===== config.mk =====
export PLATFORM = sky130hd
export DESIGN_NAME = serial_subtractor_flat
export DESIGN_NICKNAME = d
export VERILOG_FILES = /design/src/rtl/serial_subtractor_if.sv /design/src/rtl/serial_subtractor.sv /design/src/flat_wrapper.sv
export SDC_FILE = /design/constraint.sdc
export NUM_CORES = 1
export LEC_CHECK = 0
export CORE_MARGIN = 3
export CORE_UTILIZATION = 35
export DETAILED_ROUTE_END_ITERATION = 8
export PLACE_DENSITY_LB_ADDON = 0.25
export SLEW_MARGIN = 10
export SYNTH_ARGS = -nofsm -noshare
export SYNTH_HDL_FRONTEND = slang
export SYNTH_SLANG_ARGS = --single-unit

===== constraint.sdc =====
create_clock -name i_clk -period 1.5 [get_ports i_clk]
set_input_delay 0.3 -clock i_clk [delete_from_list [all_inputs] [get_ports i_clk]]
set_output_delay 0.3 -clock i_clk [all_outputs]
set_load 0.01 [all_outputs]

===== src/rtl/serial_subtractor_if.sv =====
// Start/busy/done handshake and operand/result bus for serial_subtractor.
interface serial_subtractor_if #(
  parameter int unsigned WIDTH = 8
);
  logic             i_start;
  logic [WIDTH-1:0] i_a;
  logic [WIDTH-1:0] i_b;
  logic             i_bin;
  logic             o_busy;
  logic             o_done;
  logic [WIDTH-1:0] o_diff;
  logic             o_bout;

  modport master (
    output i_start, i_a, i_b, i_bin,
    input  o_busy, o_done, o_diff, o_bout
  );

  modport slave (
    input  i_start, i_a, i_b, i_bin,
    output o_busy, o_done, o_diff, o_bout
  );
endinterface


===== src/rtl/serial_subtractor.sv =====
// Bit-serial A - B - Bin, LSB first, one bit per clock, start/busy/done handshake.
// Optional macro SERIAL_SUB_SAT_EN: saturate o_diff to zero when the final borrow is set.
module serial_subtractor #(
  parameter int unsigned WIDTH = 8
) (
  input  logic                i_clk,
  input  logic                i_rst,
  serial_subtractor_if.slave  bus
);
  localparam int unsigned CW = $clog2(WIDTH);

  typedef enum logic [1:0] {IDLE, SHIFT, DONE} state_t;

  state_t           state_q, state_d;
  logic [CW-1:0]    cnt_q, cnt_d;
  logic [WIDTH-1:0] a_q, a_d;
  logic [WIDTH-1:0] b_q, b_d;
  logic [WIDTH-1:0] res_q, res_d;
  logic [WIDTH-1:0] diff_q, diff_d;
  logic             br_q, br_d;
  logic             bout_q, bout_d;

  logic             bit_d;
  logic             br_nx;
  logic [WIDTH-1:0] res_shift;
  logic             last_bit;

  always_ff @(posedge i_clk) begin
    if (i_rst) begin
      state_q <= IDLE;
      cnt_q   <= '0;
      a_q     <= '0;
      b_q     <= '0;
      res_q   <= '0;
      diff_q  <= '0;
      br_q    <= 1'b0;
      bout_q  <= 1'b0;
    end else begin
      state_q <= state_d;
      cnt_q   <= cnt_d;
      a_q     <= a_d;
      b_q     <= b_d;
      res_q   <= res_d;
      diff_q  <= diff_d;
      br_q    <= br_d;
      bout_q  <= bout_d;
    end
  end

  // Full-subtractor stage on the current LSBs; result fills from the MSB end.
  always_comb begin
    bit_d     = a_q[0] ^ b_q[0] ^ br_q;
    br_nx     = (~a_q[0] & b_q[0]) | (~(a_q[0] ^ b_q[0]) & br_q);
    res_shift = {bit_d, res_q[WIDTH-1:1]};
    last_bit  = (cnt_q == CW'(WIDTH - 1));
  end

  always_comb begin
    state_d = state_q;
    unique case (state_q)
      IDLE:    if (bus.i_start) state_d = SHIFT;
      SHIFT:   if (last_bit) state_d = DONE;
      DONE:    state_d = IDLE;
      default: state_d = IDLE;
    endcase
  end

  always_comb begin
    cnt_d  = cnt_q;
    a_d    = a_q;
    b_d    = b_q;
    res_d  = res_q;
    diff_d = diff_q;
    br_d   = br_q;
    bout_d = bout_q;
    if (state_q == IDLE && bus.i_start) begin
      a_d   = bus.i_a;
      b_d   = bus.i_b;
      br_d  = bus.i_bin;
      cnt_d = '0;
    end else if (state_q == SHIFT) begin
      a_d   = a_q >> 1;
      b_d   = b_q >> 1;
      br_d  = br_nx;
      res_d = res_shift;
      cnt_d = cnt_q + CW'(1);
      if (last_bit) begin
`ifdef SERIAL_SUB_SAT_EN
        diff_d = br_nx ? '0 : res_shift;
`else
        diff_d = res_shift;
`endif
        bout_d = br_nx;
      end
    end
  end

  always_comb begin
    bus.o_busy = (state_q != IDLE);
    bus.o_done = (state_q == DONE);
  end

  assign bus.o_diff = diff_q;
  assign bus.o_bout = bout_q;
endmodule

===== src/flat_wrapper.sv =====
// flat-port wrapper written by rule: the top's interface ports become plain ports
module serial_subtractor_flat 
#(
  parameter int unsigned WIDTH = 8
)
  (i_clk, i_rst, bus_i_start, bus_i_a, bus_i_b, bus_i_bin, bus_o_busy, bus_o_done, bus_o_diff, bus_o_bout);
  serial_subtractor_if #(.WIDTH(WIDTH)) bus_i ();
  input  logic i_clk;
  input  logic i_rst;
  input wire logic [$bits(bus_i.i_start)-1:0] bus_i_start;
  input wire logic [$bits(bus_i.i_a)-1:0] bus_i_a;
  input wire logic [$bits(bus_i.i_b)-1:0] bus_i_b;
  input wire logic [$bits(bus_i.i_bin)-1:0] bus_i_bin;
  output wire logic [$bits(bus_i.o_busy)-1:0] bus_o_busy;
  output wire logic [$bits(bus_i.o_done)-1:0] bus_o_done;
  output wire logic [$bits(bus_i.o_diff)-1:0] bus_o_diff;
  output wire logic [$bits(bus_i.o_bout)-1:0] bus_o_bout;
  assign bus_i.i_start = bus_i_start;
  assign bus_i.i_a = bus_i_a;
  assign bus_i.i_b = bus_i_b;
  assign bus_i.i_bin = bus_i_bin;
  assign bus_o_busy = bus_i.o_busy;
  assign bus_o_done = bus_i.o_done;
  assign bus_o_diff = bus_i.o_diff;
  assign bus_o_bout = bus_i.o_bout;
  serial_subtractor #(.WIDTH(WIDTH)) u_core (.i_clk(i_clk), .i_rst(i_rst), .bus(bus_i));
endmodule

# Yosys cells after proc, flatten, opt, wreduce, memory -nomap -nowiden
# Cells that the tools add are included.
# op_classes
add_sub_neg	1
n_eq_ne	5
n_mux	9
bitwise	8
reduce_logical	8
# ops
op	n
$mux W8	4
$mux W2	2
$pmux W2 S2	1
$reduce_and A2 Y1	2
$reduce_bool A2 Y1	2
$add A3 B1 Y3 const B	1
$eq A3 B3 Y1 const B	1
$not A1 Y1	3
$reduce_and A3 Y1	1
$and A1 B1 Y1	2
$eq A2 B1 Y1 const B	1
$eq A2 B2 Y1 const B	1
$logic_not A2 Y1	1
$mux W1	2
$ne A2 B1 Y1 const B	1
$ne A2 B2 Y1 const B	1
$reduce_or A2 Y1	1
$xor A1 B1 Y1	2
$logic_and A1 B1 Y1	1
$or A1 B1 Y1	1
# totals
reg_bits	39

# Logic depth before layout (Yosys ltp)
# depth
ltp_word	6
mapped_depth	6
depth_no_buf	5

# Worst setup path after synthesis
# No wires, ideal clock.
# synth_path
path_type	register to register
startpoint	register u_core.state_q[0]
endpoint	register u_core.a_q[0]
arrival_time_ns	1.140
path_slack_ns	0.229
path_stages_with_launch	5
path_buffers	1
period_less_slack_ns	1.271
cell_sequence	dfxtp_1 > buf_2 > or3b_2 > a21oi_1 > nor3_1
# synth_between
elab_chain_len	3
# synth_rtl
element	line_no	rtl
start: declaration	serial_subtractor.sv:14	state_t state_q, state_d;
start signal: assignment	serial_subtractor.sv:39	state_q <= state_d;
$logic_not A2 Y1	serial_subtractor.sv:76	if (state_q == IDLE && bus.i_start) begin
$logic_and A1 B1 Y1	serial_subtractor.sv:76	
$mux W8 or $reduce_bool A2 Y1 (tied branches)	-	
end signal: assignment	serial_subtractor.sv:32	a_q <= '0;
end signal: assignment	serial_subtractor.sv:41	a_q <= a_d;
end: declaration	serial_subtractor.sv:16	logic [WIDTH-1:0] a_q, a_d;
# Parallel ways exist; a longest one is shown, timed or not.
# A chain may end at the register's enable or synchronous reset.

# Worst setup path after layout
# layout_path
startpoint	register u_core.diff_q[3], in the netlist u_core.bus.o_diff[3]
endpoint	output port bus_o_diff[3]
# layout_rtl
element	line_no	rtl
start: declaration	serial_subtractor.sv:19	logic [WIDTH-1:0] diff_q, diff_d;
start signal: assignment	serial_subtractor.sv:44	diff_q <= diff_d;
end: declaration	flat_wrapper.sv:16	output wire logic [$bits(bus_i.o_diff)-1:0] bus_o_diff;
# No word-level cell between the ends.

==> flow_summary.toml <==
[worst_setup_path]
end_kind = "primary output"
required_ns = 1.20
worstPathCellList = "clkdlybuf4s50_1"
slowest_delay_ns = 0.53
cp_top_family = "buffers and inverters"
cpMaxStageDelayCell = "clkdlybuf4s50_1"
crit_type = "reg2out"
critical_path_peak_fanout = 2
crit_arrival_ns = 1.15
critical_path.startpoint_type = "flop"
cp_num_buf_inv = 1

[synthesis]
synth_cell_type_count = 29
synthXorXnorAreaFrac = 0.00536
synth_top_family_by_area = "simple AND/OR/NAND/NOR gates"
synth_cells = 192
synth_top_area_frac = 0.465
avgSynthCellArea_um2 = 8.52
synth_simple_gate_area_frac = 0.234
synthArstFlopShare = 0
seq_area_frac_synth = 0.465
synth-seq-cells = 38
synth_mux_area_frac = 0.0122
synth_compound_area_frac = 0.187
synth_area_leaders = "dfxtp_1 47%, a21oi_1 10%, nand2_1 8.5%, nor2_1 3.9%, a211oi_2 3.8%"
yosysTopAreaCell = "dfxtp_1"
synth_ff_type = "dfxtp_1"
synth_edf_count = 0
synth_fp_nets = 215
netlist_area_mm2 = 0.00164
synth_warnings = 0
synthAdderAreaFrac = 0.0275

[clock_network]
clk_latency_ns = 0.28
cts_max_path_buffers = 2
clk_pin_slew_ns = 0.07
cts_root_buf = "clkbuf_8"
cts_tree = "yes"
cts_buffers = 5
ctsHtreeMaxLevel = 2
cts_setup_buffers = 0
cts_sinks = 38
ctsHoldBuffers = 0

[placed_design]
gp_congestion = 0.763
place_hpwl_mm = 2.32
dp.cells = 274
place_area_mm2 = 0.00204
portBuffers = 30
post-place-ws_ns = -0.214

[timing]
finalHoldViolCount = 0
rsz0062_at_grt = "no"
layout_min_cycle_time_ns = 1.45
slew_headroom = 0.858
fmax_ghz = 0.690
tightest_slew_ns = 0.212
holdWs_ns = 0.456
setup_viol = 0
finalCritPeriodShare = 0.966
slew_viol_final = 0
worst_clock_skew_ns = 0.00387
worst_slack_ns = 0.0514

[global_routing]
gr-usage-met2 = 0.203
use_met3 = 0.0446
grt_busiest_layer = "met2"
overflow = 0
met1_usage = 0.179
antenna_found_initial = 0
grt_pass1_wl_mm = 5.69
grt_use_total = 0.133
grt_max_degree = 39
grt_pass1_vias = 1270

[cells_and_area]
insertedDiodeCount = 0
final_layout_size_suffix_gt1_frac = 0.161
area_growth_pct = 32.4
nNetsFinal = 252
fin_cells = 282
final_area_mm2 = 0.00217

[die]
coreArea_mm2 = 0.00444
num_io_pins = 31
die_width_um = 74.4
die-height_um = 74.4
rows = 24
die_area_mm2 = 0.00553
initial_utilization = 0.368

[status]
outcome = "complete, no violations"

[detailed_routing]
first_pass_iters = 4
vias = 1382
drt_iter0_drc = 73
wl_per_cell_um = 12.4
drc_errors = 0
ant_nets = 0
viasPerCell = 4.90
wl_mm = 3.51

[power]
pwr_density_cell_mw_per_mm2 = 1020
totalPowerFinal_mw = 2.22
p_leak_nw = 0.870
peakVddDrop_v = 0.000454

[job]
max_cap_violations = 0

[worst_hold_path]
hp-class = "reg2reg"
## timing repair
item                       in CTS  in global routing
gates cloned                    0                  0
resized for setup               6                  5
pin swaps                       0                  0
setup endpoints to repair       3                  7
## cells in the final DEF, fill, tap and decap left out, types with 4 or more instances in the layout
cell type,synthesis,final
a211oi_1,7,7
a211oi_2,5,5
a21oi_1,33,33
buf_4,2,13
clkbuf_8,0,8
clkdlybuf4s50_1,0,23
dfxtp_1,38,36
dlymetal6s2s_1,0,4
nand2_1,37,37
nand3_1,10,10
nor2_1,17,17
nor3_1,6,6
## registers in the layout, summed over array words and instances (netlist names)
| signal | cells |
|---|---|
| u_core.a_q | 8 |
| u_core.b_q | 8 |
| u_core.br_q | 1 |
| u_core.bus.o_bout | 1 |
| u_core.bus.o_diff | 8 |
| u_core.cnt_q | 3 |
| u_core.res_q | 7 |
| u_core.state_q | 2 |
## area by class of cell
cell class / count / area, um^2
Tap cell: 52 / 65.1
Inverter: 2 / 7.51
Sequential cell: 38 / 763
Clock buffer: 8 / 110
Fill cell: 456 / 2280
Timing Repair Buffer: 46 / 457
Multi-Input combinational cell: 136 / 763
## layer usage
metal,share of wire,wire length [um]
met5,0,0
met4,0.0060,21
met3,0.044,153
met2,0.45,1580
met1,0.50,1750
## report_power, final
part	total (mW)	internal, mW	leakage (nW)	switching, mW
Clock	0.817	0.464	0.0575	0.353
Combinational	0.312	0.161	0.501	0.152
Sequential	1.09	1.06	0.311	0.0291
## final timing paths
| path | slack (ns) | to | start | cells past startpoint |
|---|---|---|---|---|
| worst max-delay path | 0.05 | bus_o_diff[3] | u_core.bus.o_diff[3] | 1 |
| worst min-delay path | 0.46 | u_core.bus.o_diff[3] | u_core.bus.o_diff[3] | 2 |
| worst max register to register | 0.15 | u_core.b_q[6] | u_core.state_q[0] | 5 |
| worst min register to register | 0.46 | u_core.bus.o_diff[3] | u_core.bus.o_diff[3] | 2 |
## Yosys cell counts (all sizes together) (2+ instances only)
master and count:
nor2 17, mux2i 2, ha 2, or3b 4, nand2b 3, nand3 10, inv 2, dfxtp 38
clkbuf 4, a21oi 33, a211oi 12, buf 12, nor3 6, nand2 37
## stage by stage
| step | util | setup TNS [ns] |
|---|---|---|
| 5_1_grt | 0.487 | 0 |
| 3_5_place_dp | 0.459 | -3.54 |
| 4_1_cts | 0.484 | 0 |
| 2_1_floorplan | - | 0 |
| 6_report | 0.487 | 0 |
| 3_3_place_gp | 0.459 | -3.25 |
## tightest hold or removal path, delay by kind of cell (launching register included)
kind	cells	cell delay [ns]
AND/OR/NAND/NOR	1	0.05
flip-flops	1	0.31
AO/OA/AOI/OAI	1	0.05
## cells by family after synthesis
logic type / after synthesis
flip-flops: 38
AO/OA/AOI/OAI: 48
AND/OR/NAND/NOR: 82
multiplexers: 2
XOR/XNOR: 1
adder cells (fa/ha/maj): 3
buffers and inverters: 18
No activity file was read; power rests on OpenSTA's default activity.
